--- src/rtl/systolic_result_drain_4x4.sv ---
// Result drain for the 4x4 systolic array: captures four result rows into a
// 4x4 buffer, then streams the 16 elements over a valid/ready interface.
module systolic_result_drain_4x4 #(
  parameter int DATA_WIDTH = 16,
  parameter bit COL_MAJOR  = 1'b0
) (
  input  logic                    clk,
  input  logic                    rst,
  input  logic                    result_ld,
  input  logic [2*DATA_WIDTH-1:0] sa_GD0,
  input  logic [2*DATA_WIDTH-1:0] sa_GD1,
  input  logic [2*DATA_WIDTH-1:0] sa_GD2,
  input  logic [2*DATA_WIDTH-1:0] sa_GD3,
  input  logic                    out_ready,
  output logic                    out_valid,
  output logic [2*DATA_WIDTH-1:0] out_data,
  output logic [1:0]              out_row,
  output logic [1:0]              out_col,
  output logic                    out_last,
  output logic                    busy,
  output logic                    overflow
);

  localparam int DW = 2 * DATA_WIDTH;

  typedef enum logic [1:0] {
    S_IDLE,
    S_CAPTURE,
    S_DRAIN
  } state_t;

  state_t        r_state;
  state_t        w_next;
  logic [DW-1:0] r_buf [16];
  logic [1:0]    r_row;
  logic [3:0]    r_idx;
  logic          r_overflow;
  logic          w_wr;
  logic [1:0]    w_wr_row;
  logic          w_xfer;
  logic [1:0]    w_rd_row;
  logic [1:0]    w_rd_col;

  assign w_xfer = (r_state == S_DRAIN) && out_ready;

  always_comb begin
    w_next   = r_state;
    w_wr     = 1'b0;
    w_wr_row = r_row;
    unique case (r_state)
      S_IDLE: begin
        if (result_ld) begin
          w_next   = S_CAPTURE;
          w_wr     = 1'b1;
          w_wr_row = 2'd0;
        end
      end
      S_CAPTURE: begin
        w_wr = 1'b1;
        if (r_row == 2'd3) begin
          w_next = S_DRAIN;
        end
      end
      S_DRAIN: begin
        if (out_ready && (r_idx == 4'd15)) begin
          w_next = S_IDLE;
        end
      end
      default: w_next = S_IDLE;
    endcase
  end

  always_ff @(posedge clk) begin
    if (rst) begin
      r_state    <= S_IDLE;
      r_row      <= 2'd0;
      r_idx      <= 4'd0;
      r_overflow <= 1'b0;
    end else begin
      r_state <= w_next;
      if (w_wr) begin
        r_row <= w_wr_row + 2'd1;
      end
      if (r_state == S_IDLE) begin
        r_idx <= 4'd0;
      end else if (w_xfer) begin
        r_idx <= r_idx + 4'd1;
      end
      // A start request can only be honoured from IDLE; anything else is lost.
      if (result_ld && (r_state != S_IDLE)) begin
        r_overflow <= 1'b1;
      end
    end
  end

  always_ff @(posedge clk) begin
    if (!rst && w_wr) begin
      r_buf[{w_wr_row, 2'd0}] <= sa_GD0;
      r_buf[{w_wr_row, 2'd1}] <= sa_GD1;
      r_buf[{w_wr_row, 2'd2}] <= sa_GD2;
      r_buf[{w_wr_row, 2'd3}] <= sa_GD3;
    end
  end

  assign w_rd_row = COL_MAJOR ? r_idx[1:0] : r_idx[3:2];
  assign w_rd_col = COL_MAJOR ? r_idx[3:2] : r_idx[1:0];

  assign out_valid = (r_state == S_DRAIN);
  assign out_data  = out_valid ? r_buf[{w_rd_row, w_rd_col}] : '0;
  assign out_row   = out_valid ? w_rd_row : 2'd0;
  assign out_col   = out_valid ? w_rd_col : 2'd0;
  assign out_last  = out_valid && (r_idx == 4'd15);
  assign busy      = (r_state != S_IDLE);
  assign overflow  = r_overflow;

endmodule

--- config.mk ---
export PLATFORM = sky130hd
export DESIGN_NAME = systolic_result_drain_4x4
export DESIGN_NICKNAME = d
export VERILOG_FILES = /design/src/rtl/systolic_result_drain_4x4.sv
export SDC_FILE = /design/constraint.sdc
export NUM_CORES = 1
export LEC_CHECK = 0
export ABC_AREA = 1
export CORE_UTILIZATION = 40
export DETAILED_ROUTE_END_ITERATION = 8
export PLACE_DENSITY = 0.68
export RECOVER_POWER = 100
export SETUP_SLACK_MARGIN = 0.3
export SYNTH_ARGS = -nofsm -noshare
export SYNTH_HDL_FRONTEND = slang
export SYNTH_SLANG_ARGS = --single-unit
--- constraint.sdc ---
create_clock -name clk -period 9 [get_ports clk]
set_input_delay 2.25 -clock clk [delete_from_list [all_inputs] [get_ports clk]]
set_output_delay 2.25 -clock clk [all_outputs]
set_load 0.02 [all_outputs]
After elaboration in Yosys (flattened, before gate mapping)
Memories as Yosys holds them, arrays and structs flattened. A register that Yosys moved wholly into a read port is not among the register bits.
Cells that the tools add are included.
{"block": "classes", "mux": 15, "n_reduce_logical": 10, "eq_ne": 7, "add_sub_neg": 2}
{"op": "$mux 32", "n": 1}
{"op": "$mux 2", "n": 7}
{"op": "$mux 4", "n": 2}
{"op": "$pmux 2 s3", "n": 1}
{"op": "$logic_and 1x1->1", "n": 5}
{"op": "$add 4x1->4 const B", "n": 1}
{"op": "$eq 2x2->1 const B", "n": 2}
{"op": "$eq 4x4->1 const B", "n": 1}
{"op": "$ne 2x2->1 const B", "n": 2}
{"op": "$mux 1", "n": 3}
{"op": "$reduce_and 3->1", "n": 1}
{"op": "$add 2x1->2 const B", "n": 1}
{"op": "$eq 2x1->1 const B", "n": 1}
{"op": "$logic_not 2->1", "n": 1}
{"op": "$ne 2x1->1 const B", "n": 1}
{"op": "$pmux 1 s2", "n": 1}
{"op": "$reduce_bool 2->1", "n": 1}
{"op": "$reduce_or 2->1", "n": 1}
{"op": "$logic_not 1->1", "n": 1}
{"block": "totals", "elab_cells": 39, "output_inout_bits": 40, "regBits": 9, "memories": 1, "in_bits": 132, "mem_bits_rw": 512}
{"memory": "r_buf", "words": 16, "word_bits": 32, "read_ports": 1, "rd_ports_with_merged_regs": 1, "write_ports": 4, "line_no": "34", "text": "logic [DW-1:0] r_buf [16];"}

Logic depth before layout (Yosys ltp)
Gate-level depths: netlist of run 1.
{"block": "depth", "word_depth": 5, "mapped_depth": 10, "mapped_depth_nobuf": 8}

Least setup slack after synthesis of run 1
Ideal clock, no wire load.
{"block": "synth_timing", "kind": "input -> register", "start": "input port result_ld", "end": "memory r_buf[10][0] (netlist bit) (enable)", "path_buffers": 0, "arrival_time_ns": 8.120, "setup_slack_ns": 0.263, "setup_time_ns": 0.617, "path_stages": 7, "required_ns": 8.383, "cell_sequence": "inv_1 nor2_1 nor2_1 inv_1 ha_1 inv_1 nor2_1"}
{"element": "start: declaration", "line_no": "9", "text": "input logic result_ld,"}
{"element": "end: declaration", "line_no": "34"}

==> results of run 1 <==
## path summary, 6_finish.rpt
kind,start,end,cells past startpoint
worst min register to register,overflow$_SDFFE_PP0P_,overflow$_SDFFE_PP0P_,2
worst max-delay path,result_ld,r_buf[7][19]$_DFFE_PP_,6
worst max register to register,r_state[1]$_SDFFE_PP0P_,r_buf[7][19]$_DFFE_PP_,6
worst min-delay path,overflow$_SDFFE_PP0P_,overflow$_SDFFE_PP0P_,2
## flip-flops by register name, indices dropped and copies added, names as in the netlist, named ones only
name / flops
overflow: 1
r_buf: 512
r_idx: 4
r_state: 2
r_row: 2
## per-stage QoR
stage / utilization, % / cell area [µm²]
2_1_floorplan: - / 22300
3_3_place_gp: 44.3 / 24400
3_5_place_dp: 44.3 / 24400
4_1_cts: 47.4 / 26100
5_1_grt: 47.4 / 26100
6_report: 47.4 / 26100
## critical path: stages
cell and delay, ps:
dlygate4sd3_1 520, inv_1 50, nor2_1 250, o21ai_0 330
nor2_1 1980, clkbuf_1 2120
## routing by layer
| metal | routed length [µm] | share of wire (%) |
|---|---|---|
| met5 | 82 | 0.16 |
| met1 | 21300 | 42 |
| met3 | 3490 | 7.0 |
| met4 | 1700 | 3.4 |
| met2 | 23500 | 47 |
## cell type report
class	instances	area, µm²
diodes	9	22.5
well taps	748	936
clock buffers	58	1350
flip-flops and latches	525	15600
multi-input cells	1168	4920
fillers	5011	29000
clock inverters	37	359
repair buffers	187	1800
inverters	281	1060
## placed cells by master, fill, tap and decap left out
cell,count
a211oi_1,2
a21oi_1,37
buf_4,6
bufinv_16,7
clkbuf_1,8
clkbuf_16,53
clkbuf_2,7
clkdlybuf4s50_1,8
clkinv_1,15
clkinv_2,10
clkinv_4,4
clkinvlp_4,1
dfxtp_1,9
dfxtp_2,1
dfxtp_4,3
diode_2,9
dlygate4sd3_1,163
edfxtp_1,512
ha_1,5
inv_1,277
inv_2,2
inv_4,1
inv_8,1
nand2_1,773
nand2_2,1
nand3_1,322
nand4_1,1
nor2_1,17
nor2_4,2
o21a_1,1
o21ai_0,6
xor2_1,1
## kinds of logic (layout without fill, tap and decap cells)
group                      Yosys count  after routing  share of synthesized area [%]
DFF                                525            525                           70.2
other                                0              9                              0
buffers and inverters              390            563                           7.80
xor gates and xnor gates             1              1                         0.0393
and+or+nand+nor                   1116           1116                           20.6
adders and majority gates            5              5                          0.281
AOI/OAI and AO/OA                   46             46                           1.07
## power by group
group          internal (W)  switching (W)
clock network       0.00127       0.000883
registers           0.00281      0.0000264
logic              0.000103       0.000216
total               0.00419        0.00113
==> impl_metrics.csv, run 1 <==
group,metric,value,unit
run_status,outcome,"complete, but fails checks",
run_status,violations,"DRC, capacitance limit, slew limit",
timing,grt_setup_unrepaired,"no",
floorplanning,fp.coreArea,55100,µm²
route,drtAntennaViolNets,0,
logic_synthesis,synth.yosys.seq_area_share,70.2,%
logic_synthesis,synth_warnings,0,
clock_tree,cts_buffers,52,
setup_path,start_kind,"input pin",
timing,hold_ws,467,ps
logic_synthesis,synth_top_cell_by_area,"edfxtp_1",
grt,gr-total-overflow,0,
logic_synthesis,synth_cell_types,22,
layout,syn_to_final_growth,17.2,%
timing,maxSlewViolCount,719,
setup_path,crit_path_max_fanout,44,
route,wl_per_cell,16.6,µm
logic_synthesis,synth-edff-count,512,
timing,finalCritPeriodShare,82.5,%
route,dr.first_iter.drc_count,1032,
route,dr_total_vias,14600,
floorplanning,ios,172,
floorplanning,design.die.area,56600,µm²
layout,fin_nets,2352,
grt,grt_use_met3,4.35,%
logic_synthesis,synth_top_cells_by_count,"nand2_1, edfxtp_1, nand3_1, inv_1, buf_2",
logic_synthesis,ys_ff_latch,525,
floorplanning,die-width,238,µm
power,power_density,204,nW/µm²
placement,portBuffers,171,
timing,setup_ws,1580,ps
floorplanning,placement_rows,86,
setup_path,critPathCaptureType,"flip-flop",
layout,instances_no_fill,3013,
setup_path,worst-endpoint-required,9130,ps
route,drt-pass1-iter-count,7,
logic_synthesis,synth_cells,2083,
grt,grt_pass1_wl,77600,µm
power,power_leakage,10.5,nW
timing,fin_crit,7420,ps
logic_synthesis,syn-num-nets,2220,
grt,met2_usage,29.2,%
clock_tree,cts_hold_buf,0,
floorplanning,start_util,40.4,%
grt,grt_pass1_vias,14300,
placement,hpwl,28600,µm
grt,grt_use_total,17.8,%
clock_tree,post_cts_buffers,0,
logic_synthesis,synth_most_common_cell,"nand2_1",
timing,max_slew_margin,-189,%
placement,dp_slack,3060,ps
logic_synthesis,synthFlopType,"edfxtp_1",
timing,setup_viol,0,
setup_path,r2r_setup_slack,3340,ps
grt,grt_max_degree,186,
setup_path,critPathKind,"in2reg",
power,p_total,0.00531,W
clock_tree,cts_resized,0,
grt,grt.met1_usage,22.8,%
route,wl,50100,µm
timing,tightest_slew,4330,ps
timing,finClkSkew,11.1,ps
timing,final-hold-violation-count,0,
run,cap_violations,11,
route,vias_per_cell,4.84,
clock_tree,cts-root-buf,"clkbuf_16",
clock_tree,htree_levels,2,
route,route.detailed.drc,2,
clock_tree,clk_pin_slew,60,ps
timing,clock.fmax,0.135,GHz
logic_synthesis,synth.area.top_cells,"edfxtp_1, nand2_1, nand3_1",
power,peakVddDrop,0.132,mV
setup_path,arrival,7550,ps
clock_tree,clockBufferDepth,3,
logic_synthesis,synth_area,22300,µm²
floorplanning,dieHeight,238,µm
timing,fin_setup_tns,0,ps
clock_tree,cts.sinks,525,
layout,layout-drive-gt1-share,4.39,%
placement,dp_cells,2909,
logic_synthesis,synth-async-reset-ratio,0,%
logic_synthesis,synth_top_area_share,69.0,%
clock_tree,clk_latency,580,ps
logic_synthesis,synth_area_per_cell,10.7,µm²
grt,top_usage_layer,"met2",
placement,finalWeightedCongestion,0.840,
min_path,hold_path.class,"reg2reg",
grt,antenna_found_initial,17,
clock_tree,cts_tree,"yes",
Note: power is estimated with default switching activity, not from simulation.
==> run 2, diff against run 1 <==
Clock period 9 ns to 6.3 ns, I/O delays scaled along.
==> run 2 against run 1 <==
- hold slack better by 5.5 ps
- die area stayed put
- combinational power rose by 45%
- global-route usage increased by 0.063 points
- the run still ends with DRC, capacitance limit, slew limit left
- largest power group unchanged
- sequential share of layout area decreased by 0.14 points
- register-to-register slack worse by 1500 ps
- sequential power up 43%
- design area rose by 0.21%
- wire length is 0.88% higher
- final cell count increased by 0.27%
==> impl_metrics.csv, run 2 (synthesized netlist as in run 1, its figures left out) <==
group,metric,value,unit
setup_path,start_kind,"input pin",
timing,tightest_slew,3830,ps
floorplanning,design.die.area,56600,µm²
timing,hold_ws,472,ps
layout,reg.largest.list,"r_buf x512, r_idx x4",
clock_tree,cts_resized,0,
run_status,violations,"DRC, capacitance limit, slew limit",
run,cap_violations,9,
grt,gr-total-overflow,0,
layout,syn_to_final_growth,17.4,%
power,power_leakage,10.6,nW
grt,grt_use_total,17.8,%
setup_path,r2r_start,"r_state[1]$_SDFFE_PP0P_",
setup_path,r2r_setup_slack,1830,ps
placement,placed_area,24500,µm²
route,route.detailed.drc,1,
route,dr.first_iter.drc_count,1140,
run_status,outcome,"complete, but fails checks",
clock_tree,clk_latency,610,ps
clock_tree,clockBufferDepth,3,
route,drt-pass1-iter-count,7,
timing,setup_viol,0,
setup_path,cp_slowest_cell,"clkbuf_2",
timing,finClkSkew,19.2,ps
floorplanning,fp.coreArea,55100,µm²
route,drtAntennaViolNets,0,
clock_tree,clk_pin_slew,60,ps
power,peakVddDrop,0.248,mV
clock_tree,post_cts_buffers,0,
setup_path,startpoint,"result_ld",
placement,dp_cells,2913,
grt,antenna_found_initial,12,
layout,layout_common_cells,"nand2_1, edfxtp_1, nand3_1",
placement,hpwl,29400,µm
layout,instances_no_fill,3021,
route,wl_per_cell,16.7,µm
timing,maxSlewViolCount,419,
clock_tree,cts_hold_buf,0,
setup_path,slowest_delay,2680,ps
setup_path,endpoint,"r_buf[15][16]$_DFFE_PP_",
clock_tree,htree_levels,2,
layout,fin_area,26200,µm²
setup_path,critPathCaptureType,"flip-flop",
placement,portBuffers,171,
timing,max_slew_margin,-156,%
floorplanning,start_util,40.4,%
route,dr_total_vias,14700,
setup_path,rr_worst_depth,6,
setup_path,reg2reg_to,"r_buf[15][16]$_DFFE_PP_",
grt,grt_pass1_wl,78100,µm
clock_tree,cts-root-buf,"clkbuf_16",
placement,finalWeightedCongestion,0.820,
clock_tree,cts.sinks,525,
layout,regMostFlops,"r_buf",
setup_path,critPathKind,"in2reg",
timing,final-hold-violation-count,0,
setup_path,path_cells,"dlygate4sd3_1 -> inv_1 -> nor2_1 -> o21ai_0 -> nor2_4 -> clkbuf_2",
floorplanning,ios,172,
route,wl,50500,µm
min_path,hold_path.class,"reg2reg",
layout,layout_commonest_cell,"nand2_1",
layout,fin_nets,2357,
timing,grt_setup_unrepaired,"no",
setup_path,arrival,5620,ps
floorplanning,placement_rows,86,
layout,largest_reg_flops,512,
setup_path,worst-endpoint-required,6410,ps
grt,grt_max_degree,257,
setup_path,crit_path_max_fanout,128,
floorplanning,die-width,238,µm
power,power_density,290,nW/µm²
layout,layout-drive-gt1-share,4.37,%
route,vias_per_cell,4.86,
timing,fin_setup_tns,0,ps
timing,clock.fmax,0.182,GHz
timing,finalCritPeriodShare,87.4,%
min_path,min_from,"r_row[1]$_SDFFE_PP0P_",
grt,grt_pass1_vias,14400,
clock_tree,cts_buffers,53,
clock_tree,cts_tree,"yes",
timing,fin_crit,5500,ps
floorplanning,dieHeight,238,µm
==> run 2: routing by layer <==
metal / global-route usage, % / wire (µm) / vias to the layer above
li1: - / - / 7112
met5: 0 / 64 / -
met3: 3.47 / 3270 / 90
met2: 30.9 / 24900 / 433
met1: 22.6 / 21200 / 7024
met4: 5.30 / 1140 / 10
==> run 2: where the power goes <==
part / total (W) / switching, W / leakage (nW) / internal (W)
Clock: 0.00308 / 0.00129 / 0.841 / 0.00179
Sequential: 0.00405 / 0.0000359 / 4.76 / 0.00401
Combinational: 0.000462 / 0.000312 / 4.97 / 0.000150
==> run 2: critical path: cells and delay by family <==
kind            cells  cell delay (ps)
compound gates      1              300
buf+inv             3             3250
simple gates        2              400
==> run 2: worst min path at each step <==
stage	depth (start not counted)	to
after floorplan	2	r_row[1]$_SDFFE_PP0P_
after global placement	2	overflow$_SDFFE_PP0P_
after detailed placement	2	overflow$_SDFFE_PP0P_
after CTS	2	r_row[1]$_SDFFE_PP0P_
after global routing	2	overflow$_SDFFE_PP0P_
final	2	r_row[1]$_SDFFE_PP0P_
==> run 2: through the flow <==
step | util (%) | power, W | worst slack (ps)
after floorplan | - | 0.00437 | 373
after global placement | 44.5 | 0.00460 | 1730
after detailed placement | 44.5 | 0.00462 | 1680
after CTS | 47.6 | 0.00770 | 999
after global routing | 47.4 | 0.00785 | 455
final | 47.5 | 0.00759 | 795
==> run 2: cell type report <==
type	count	area, µm²
sequential	525	15600
clock inverter	35	318
antenna	10	25.0
tap	748	936
fill	5036	28900
timing repair buffer	191	1860
inverter	281	1060
clock buffer	63	1400
multi-input combinational	1168	4910
